## config.mk

```make
export PLATFORM = sky130hd
export DESIGN_NAME = wb_stage_pipe
export DESIGN_NICKNAME = d
export VERILOG_FILES = /design/src/rtl/wb_stage_pipe_pkg.sv /design/src/rtl/wb_load_ext.sv /design/src/rtl/wb_stage_pipe.sv
export SDC_FILE = /design/constraint.sdc
export NUM_CORES = 1
export LEC_CHECK = 0
export CAP_MARGIN = 20
export CORE_ASPECT_RATIO = 0.5
export CORE_MARGIN = 2
export CORE_UTILIZATION = 50
export DETAILED_ROUTE_END_ITERATION = 10
export GPL_ROUTABILITY_DRIVEN = 1
export MAX_ROUTING_LAYER = met4
export PLACE_DENSITY = 0.82
export SLEW_MARGIN = 20
export SYNTH_ARGS = -nofsm -noshare
export SYNTH_HDL_FRONTEND = slang
export SYNTH_HIERARCHICAL = 1
export SYNTH_SLANG_ARGS = --single-unit
```

## constraint.sdc

```tcl
create_clock -name clk -period 4.78 [get_ports clk]
set_input_delay 0.717 -clock clk [delete_from_list [all_inputs] [get_ports clk]]
set_output_delay 0.717 -clock clk [all_outputs]
set_load 0.05 [all_outputs]
```

## src/rtl/wb_stage_pipe_pkg.sv

```systemverilog
// -----------------------------------------------------------------------------
// wb_stage_pipe_pkg
//  Shared constants for the writeback stage of the RV32 core:
//   - reg_src select codes (where the register write data comes from)
//   - load funct3 codes
//   - writeback FSM state encoding
//  Imported by wb_stage_pipe and wb_load_ext.
// -----------------------------------------------------------------------------
package wb_stage_pipe_pkg;

   // Write-data source selects carried down the pipe with each instruction
   localparam logic [1:0] FROM_ALU = 2'd0;
   localparam logic [1:0] FROM_MEM = 2'd1;
   localparam logic [1:0] FROM_IMM = 2'd2;
   localparam logic [1:0] FROM_PC  = 2'd3;

   // Load funct3 codes (RV32I)
   localparam logic [2:0] F3_LB  = 3'b000;
   localparam logic [2:0] F3_LH  = 3'b001;
   localparam logic [2:0] F3_LW  = 3'b010;
   localparam logic [2:0] F3_LBU = 3'b100;
   localparam logic [2:0] F3_LHU = 3'b101;

   // IDLE  : entry empty or about to retire
   // WAIT  : a load is held and its response has not arrived yet
   // DRAIN : the held load was flushed, its response must still be swallowed
   typedef enum logic [1:0] {
      WB_IDLE  = 2'd0,
      WB_WAIT  = 2'd1,
      WB_DRAIN = 2'd2
   } wb_state_t;

endpackage

```

## src/rtl/wb_load_ext.sv

```systemverilog
// -----------------------------------------------------------------------------
// wb_load_ext
//  Purely combinational sub-word load extraction for the writeback stage.
//  Ports:
//   funct3  in   3     load type (LB/LH/LW/LBU/LHU)
//   offset  in   2     byte offset within the word (load address bits [1:0])
//   word    in   XLEN  aligned word returned by data memory
//   value   out  XLEN  extracted and sign/zero-extended load value
// -----------------------------------------------------------------------------
module wb_load_ext
   import wb_stage_pipe_pkg::*;
#(
   parameter int XLEN = 32
) (
   input  logic [2:0]      funct3,
   input  logic [1:0]      offset,
   input  logic [XLEN-1:0] word,
   output logic [XLEN-1:0] value
);

   logic [7:0]  byte_sel;
   logic [15:0] half_sel;

   // Pick the addressed byte and half out of the aligned word, then extend
   // according to the load type. Halfword loads only look at offset[1], so a
   // misaligned LH simply reads the half containing the addressed byte. Any
   // funct3 that is not a sub-word load passes the whole word through.
   always_comb begin
      case (offset)
         2'd0:    byte_sel = word[7:0];
         2'd1:    byte_sel = word[15:8];
         2'd2:    byte_sel = word[23:16];
         default: byte_sel = word[31:24];
      endcase

      half_sel = offset[1] ? word[31:16] : word[15:0];

      case (funct3)
         F3_LB:   value = {{(XLEN-8){byte_sel[7]}}, byte_sel};
         F3_LBU:  value = {{(XLEN-8){1'b0}}, byte_sel};
         F3_LH:   value = {{(XLEN-16){half_sel[15]}}, half_sel};
         F3_LHU:  value = {{(XLEN-16){1'b0}}, half_sel};
         F3_LW:   value = word;
         default: value = word;
      endcase
   end

endmodule

```

## src/rtl/wb_stage_pipe.sv

```systemverilog
// -----------------------------------------------------------------------------
// wb_stage_pipe
//  Registered writeback stage between the MEM/WB boundary and the register
//  file. Holds one instruction, selects its write data (ALU, memory, immediate
//  or PC+4), extends sub-word loads and stalls while a load response is late.
//
//  Ports:
//   clk, rst                      clock, synchronous active-high reset
//   in_valid / in_ready           MEM-stage handshake (transfer also needs !flush)
//   in_reg_src, in_reg_we, in_rd  write source, write enable, destination
//   in_funct3                     load type
//   in_alu_result                 ALU result / load address
//   in_imm, in_pc_plus4           immediate and PC+4 candidates
//   mem_rsp_valid, mem_rsp_data   data-memory read response
//   flush                         kill held entry, block acceptance
//   rf_we, rf_waddr, rf_wdata     register-file write port
//   load_pending                  held load still waiting (to hazard unit)
//   instret [63:0]                retired-instruction counter (WB_INSTRET_EN only)
//
//  Configuration macro: WB_INSTRET_EN adds the instret counter and port.
// -----------------------------------------------------------------------------
module wb_stage_pipe
   import wb_stage_pipe_pkg::*;
#(
   parameter int XLEN       = 32,
   parameter int REG_ADDR_W = 5,
   parameter int REG_SRC_W  = 2
) (
   input  logic                  clk,
   input  logic                  rst,
   input  logic                  in_valid,
   output logic                  in_ready,
   input  logic [REG_SRC_W-1:0]  in_reg_src,
   input  logic                  in_reg_we,
   input  logic [REG_ADDR_W-1:0] in_rd,
   input  logic [2:0]            in_funct3,
   input  logic [XLEN-1:0]       in_alu_result,
   input  logic [XLEN-1:0]       in_imm,
   input  logic [XLEN-1:0]       in_pc_plus4,
   input  logic                  mem_rsp_valid,
   input  logic [XLEN-1:0]       mem_rsp_data,
   input  logic                  flush,
   output logic                  rf_we,
   output logic [REG_ADDR_W-1:0] rf_waddr,
   output logic [XLEN-1:0]       rf_wdata,
   output logic                  load_pending
`ifdef WB_INSTRET_EN
   ,
   output logic [63:0]           instret
`endif
);

   wb_state_t             state;

   logic                  e_valid;
   logic [REG_SRC_W-1:0]  e_reg_src;
   logic                  e_reg_we;
   logic [REG_ADDR_W-1:0] e_rd;
   logic [2:0]            e_funct3;
   logic [XLEN-1:0]       e_alu_result;
   logic [XLEN-1:0]       e_imm;
   logic [XLEN-1:0]       e_pc_plus4;

   logic                  e_is_load;
   logic                  retire;
   logic                  transfer;
   logic [XLEN-1:0]       load_value;
   logic [XLEN-1:0]       wb_data;

   // Handshake and retire decisions. Flush wins over a retire in the same
   // cycle, so a flushed entry never writes and never counts as retired. In
   // DRAIN the entry is already empty but a dead response is still owed, so
   // new work is held off until it has been swallowed.
   always_comb begin
      e_is_load    = e_valid && (e_reg_src == FROM_MEM);
      retire       = e_valid && !flush && (!e_is_load || mem_rsp_valid);
      in_ready     = (state != WB_DRAIN) && (!e_valid || retire);
      transfer     = in_valid && in_ready && !flush;
      load_pending = e_is_load && !mem_rsp_valid;
   end

   // Single-entry holding register. Flush clears it, a transfer refills it
   // (even in the cycle the previous entry retires), otherwise a retiring
   // entry is dropped. Clearing rd on reset keeps rf_waddr at zero.
   always_ff @(posedge clk) begin
      if (rst) begin
         e_valid      <= 1'b0;
         e_reg_src    <= '0;
         e_reg_we     <= 1'b0;
         e_rd         <= '0;
         e_funct3     <= '0;
         e_alu_result <= '0;
         e_imm        <= '0;
         e_pc_plus4   <= '0;
      end else if (flush) begin
         e_valid      <= 1'b0;
      end else if (transfer) begin
         e_valid      <= 1'b1;
         e_reg_src    <= in_reg_src;
         e_reg_we     <= in_reg_we;
         e_rd         <= in_rd;
         e_funct3     <= in_funct3;
         e_alu_result <= in_alu_result;
         e_imm        <= in_imm;
         e_pc_plus4   <= in_pc_plus4;
      end else if (retire) begin
         e_valid      <= 1'b0;
      end
   end

   // Load-tracking FSM. WAIT follows any held load that is still missing its
   // response. A flush while a load is outstanding moves to DRAIN so that the
   // one response memory still owes us is discarded instead of being written
   // for the next load. A flush in the same cycle the response arrives has
   // nothing left to drain.
   always_ff @(posedge clk) begin
      if (rst) begin
         state <= WB_IDLE;
      end else begin
         case (state)
            WB_DRAIN: begin
               if (mem_rsp_valid) begin
                  state <= WB_IDLE;
               end
            end
            default: begin
               if (flush && load_pending) begin
                  state <= WB_DRAIN;
               end else if (load_pending) begin
                  state <= WB_WAIT;
               end else begin
                  state <= WB_IDLE;
               end
            end
         endcase
      end
   end

   wb_load_ext #(
      .XLEN   (XLEN)
   ) u_load_ext (
      .funct3 (e_funct3),
      .offset (e_alu_result[1:0]),
      .word   (mem_rsp_data),
      .value  (load_value)
   );

   // Write-data select. An empty entry drives zero so the register-file port
   // never shows stale data; the write enable masks x0.
   always_comb begin
      wb_data = '0;
      if (e_valid) begin
         case (e_reg_src)
            FROM_ALU: wb_data = e_alu_result;
            FROM_MEM: wb_data = load_value;
            FROM_IMM: wb_data = e_imm;
            FROM_PC:  wb_data = e_pc_plus4;
            default:  wb_data = '0;
         endcase
      end
      rf_we    = retire && e_reg_we && (e_rd != '0);
      rf_waddr = e_rd;
      rf_wdata = wb_data;
   end

`ifdef WB_INSTRET_EN
   // Retired-instruction counter. Every retire counts, including x0 targets
   // and non-writing instructions; flushed entries and drained responses do
   // not. Wraps naturally at 2^64.
   always_ff @(posedge clk) begin
      if (rst) begin
         instret <= 64'd0;
      end else if (retire) begin
         instret <= instret + 64'd1;
      end
   end
`endif

endmodule

```

==> results.json <==
{
  "synth-main-ff-cell": "dfxtp_1",
  "tns_ps": 0,
  "drc": 0,
  "synth.top_cell.area_share_pct": 32.0,
  "ys_top_cells_by_area": "dfxtp_1 32%, nand2b_1 20%, mux2i_1 16%",
  "synth.distinct_cells": 40,
  "setup_violations": 0,
  "gp_congestion": 0.951,
  "synth.top_cells.by_count": "216 x nand2b_1, 110 x dfxtp_1, 109 x mux2i_1",
  "max_stage_delay_ps": 970,
  "dp_hpwl_um": 13800,
  "crit_type": "reg2out",
  "drt_pass1_iterations": 5,
  "cts_tree": "yes",
  "fin_crit_sh_pct": 93.7,
  "htreeDepth": 3,
  "cts_buffer_depth": 2,
  "rsz0062_at_grt": "no",
  "cpLargestDelayFamily": "flip-flops",
  "final_util_pct": 66.6,
  "syn_inst": 691,
  "vias": 5621,
  "cts_made_buffers": 9,
  "core_mm2": 0.0135,
  "dpl_worst_slack_ps": 378,
  "hold_viol_final": 0,
  "drt-initial-drc-count": 450,
  "die_area_mm2": 0.0148,
  "via_per_inst": 5.53,
  "min_period_ps": 4480,
  "critPathLaunchType": "register",
  "clock_latency_ps": 360,
  "fill_cells": 1095,
  "arrival_ps": 3760,
  "postLayoutSetupSlackWorst_ps": 301,
  "clk_pin_slew_worst_paths_ps": 70,
  "fp-row-count": 30,
  "numPortBuffers": 183,
  "nNetsFinal": 979,
  "die_x_um": 170,
  "clockRootBuffer": "clkbuf_16",
  "clock-sinks": 110,
  "cp.required_ps": 4060,
  "status": "finished clean",
  "yosysMostFrequentCell": "nand2b_1",
  "start_util_pct": 51.0,
  "finalClockSkew_ps": 13.4,
  "peakVddDrop_mv": 0.167,
  "critPathBufInv": 1,
  "die_y_um": 87.0,
  "synth-async-reset-ratio_pct": 0,
  "grt_pass1_wl_um": 29400,
  "maxSlewViolCount": 0,
  "routedWlPerCell_um": 18.7,
  "cts_hold_buf": 0,
  "path_cells": "nor2b_1 -> a21oi_1 -> o221ai_1 -> mux4_2 -> and2_1 -> clkdlybuf4s50_1",
  "yosys_warnings": 6,
  "antenna_left": 0,
  "worst_slew_pin_slew_ps": 974,
  "power_density_mw_per_mm2": 256,
  "grt_max_degree": 100,
  "grt_overflow": 0,
  "ctsResizeCount": 0,
  "slew_headroom_pct": 35.0,
  "min_path_type": "reg2reg",
  "cp_max_fo": 23,
  "grt.total_usage_pct": 26.5,
  "avgSynthCellArea_um2": 9.96,
  "io_pins": 184,
  "placed_cell_area_mm2": 0.00869,
  "yosysSeqAreaShare_pct": 32.0,
  "fmax_mhz": 223,
  "n_antenna_cell": 0,
  "p_total_mw": 2.31,
  "drive_above_1_share_pct": 8.93,
  "grt_pass1_vias": 5485,
  "synthesis.nets": 835,
  "fin_area_mm2": 0.00900,
  "cp_slowest_cell": "dfxtp_1",
  "postCtsSetupRepairBufs": 0,
  "antenna_found_initial": 0,
  "max-cap-violations": 0,
  "p_leak_nw": 3.26,
  "synth_edf_count": 0,
  "area_growth_pct": 30.7,
  "synth.largest_area_cell": "dfxtp_1",
  "cp-end-kind": "output pin",
  "netlist_area_mm2": 0.00689,
  "synth-seq-cells": 110,
  "routed_wl_um": 19000
}
-- routing by layer --
layer	part of all wire (%)	vias to the layer above	wire length, µm	track usage (%)
li1	-	2668	-	-
met2	48	189	9090	43.3
met4	1.4	0	262	6.84
met3	5.0	26	960	3.68
met5	0	-	0	-
met1	46	2738	8710	35.2
-- layout make-up --
| cell class | count | area (µm²) | area share [%] |
|---|---|---|---|
| multi-input cells | 508 | 4280 | 47.5 |
| clock inverters | 7 | 80.1 | 0.890 |
| inverters | 10 | 37.5 | 0.417 |
| flip-flops and latches | 110 | 2200 | 24.5 |
| clock buffers | 9 | 225 | 2.50 |
| well taps | 176 | 220 | 2.45 |
| repair buffers | 196 | 1950 | 21.7 |
-- placed cells by master, fill, tap and decap left out, drive strengths merged, types with 3 or more instances in the layout --
cell type	n
o221ai	7
buf	14
mux2i	109
nand2b	216
clkinv	3
nor2b	11
clkdlybuf4s50	182
nand2	7
nor2	28
a21oi	16
mux4	39
inv	12
clkbuf	9
and2	32
a311oi	7
o22ai	16
dfxtp	110
-- logic make-up after synthesis --
| kind of cell | synth area share [%] |
|---|---|
| muxes | 29.4 |
| and+or+nand+nor | 26.6 |
| buffers and inverters | 6.01 |
| AOI/OAI and AO/OA | 5.98 |
| DFF | 32.0 |
-- worst reg2reg max path: cells and delay by family, from the launching register on --
family,cells,cell delay [ps]
buffers and inverters,1,480
multiplexers,1,400
AND/OR/NAND/NOR,2,660
flip-flops,1,730
-- path summary, 6_finish.rpt --
check / startpoint / to / slack (ps) / depth (start not counted)
min: e_pc_plus4[14] / e_pc_plus4[14] / 470 / 2
min reg2reg: e_pc_plus4[14] / e_pc_plus4[14] / 470 / 2
max: e_alu_result[1] / rf_wdata[11] / 300 / 6
max reg2reg: e_reg_src[1] / e_imm[15] / 2430 / 4
-- where the power goes --
group	switching (mW)	leakage (nW)	internal, mW	total, mW
clock	0.371	0.148	0.415	0.786
combinational	0.223	2.21	0.292	0.515
sequential	0.0429	0.901	0.963	1.01
total	0.637	3.26	1.67	2.31
-- through the flow --
stage | hold slack, ps | instances
floorplan | 445 | 691
global placement | 456 | 1000
CTS | 476 | 1016
detailed placement | 463 | 1000
global route | 490 | 1016
finish | 472 | 1016
-- state kept, by name, indices dropped and copies added, names as in the netlist --
name and count:
e_alu_result 32, e_imm 32, e_pc_plus4 32, rf_waddr 5
e_funct3 3, e_reg_src 2, state 2, e_reg_we 1
e_valid 1
(Power assumes the default switching activity.)
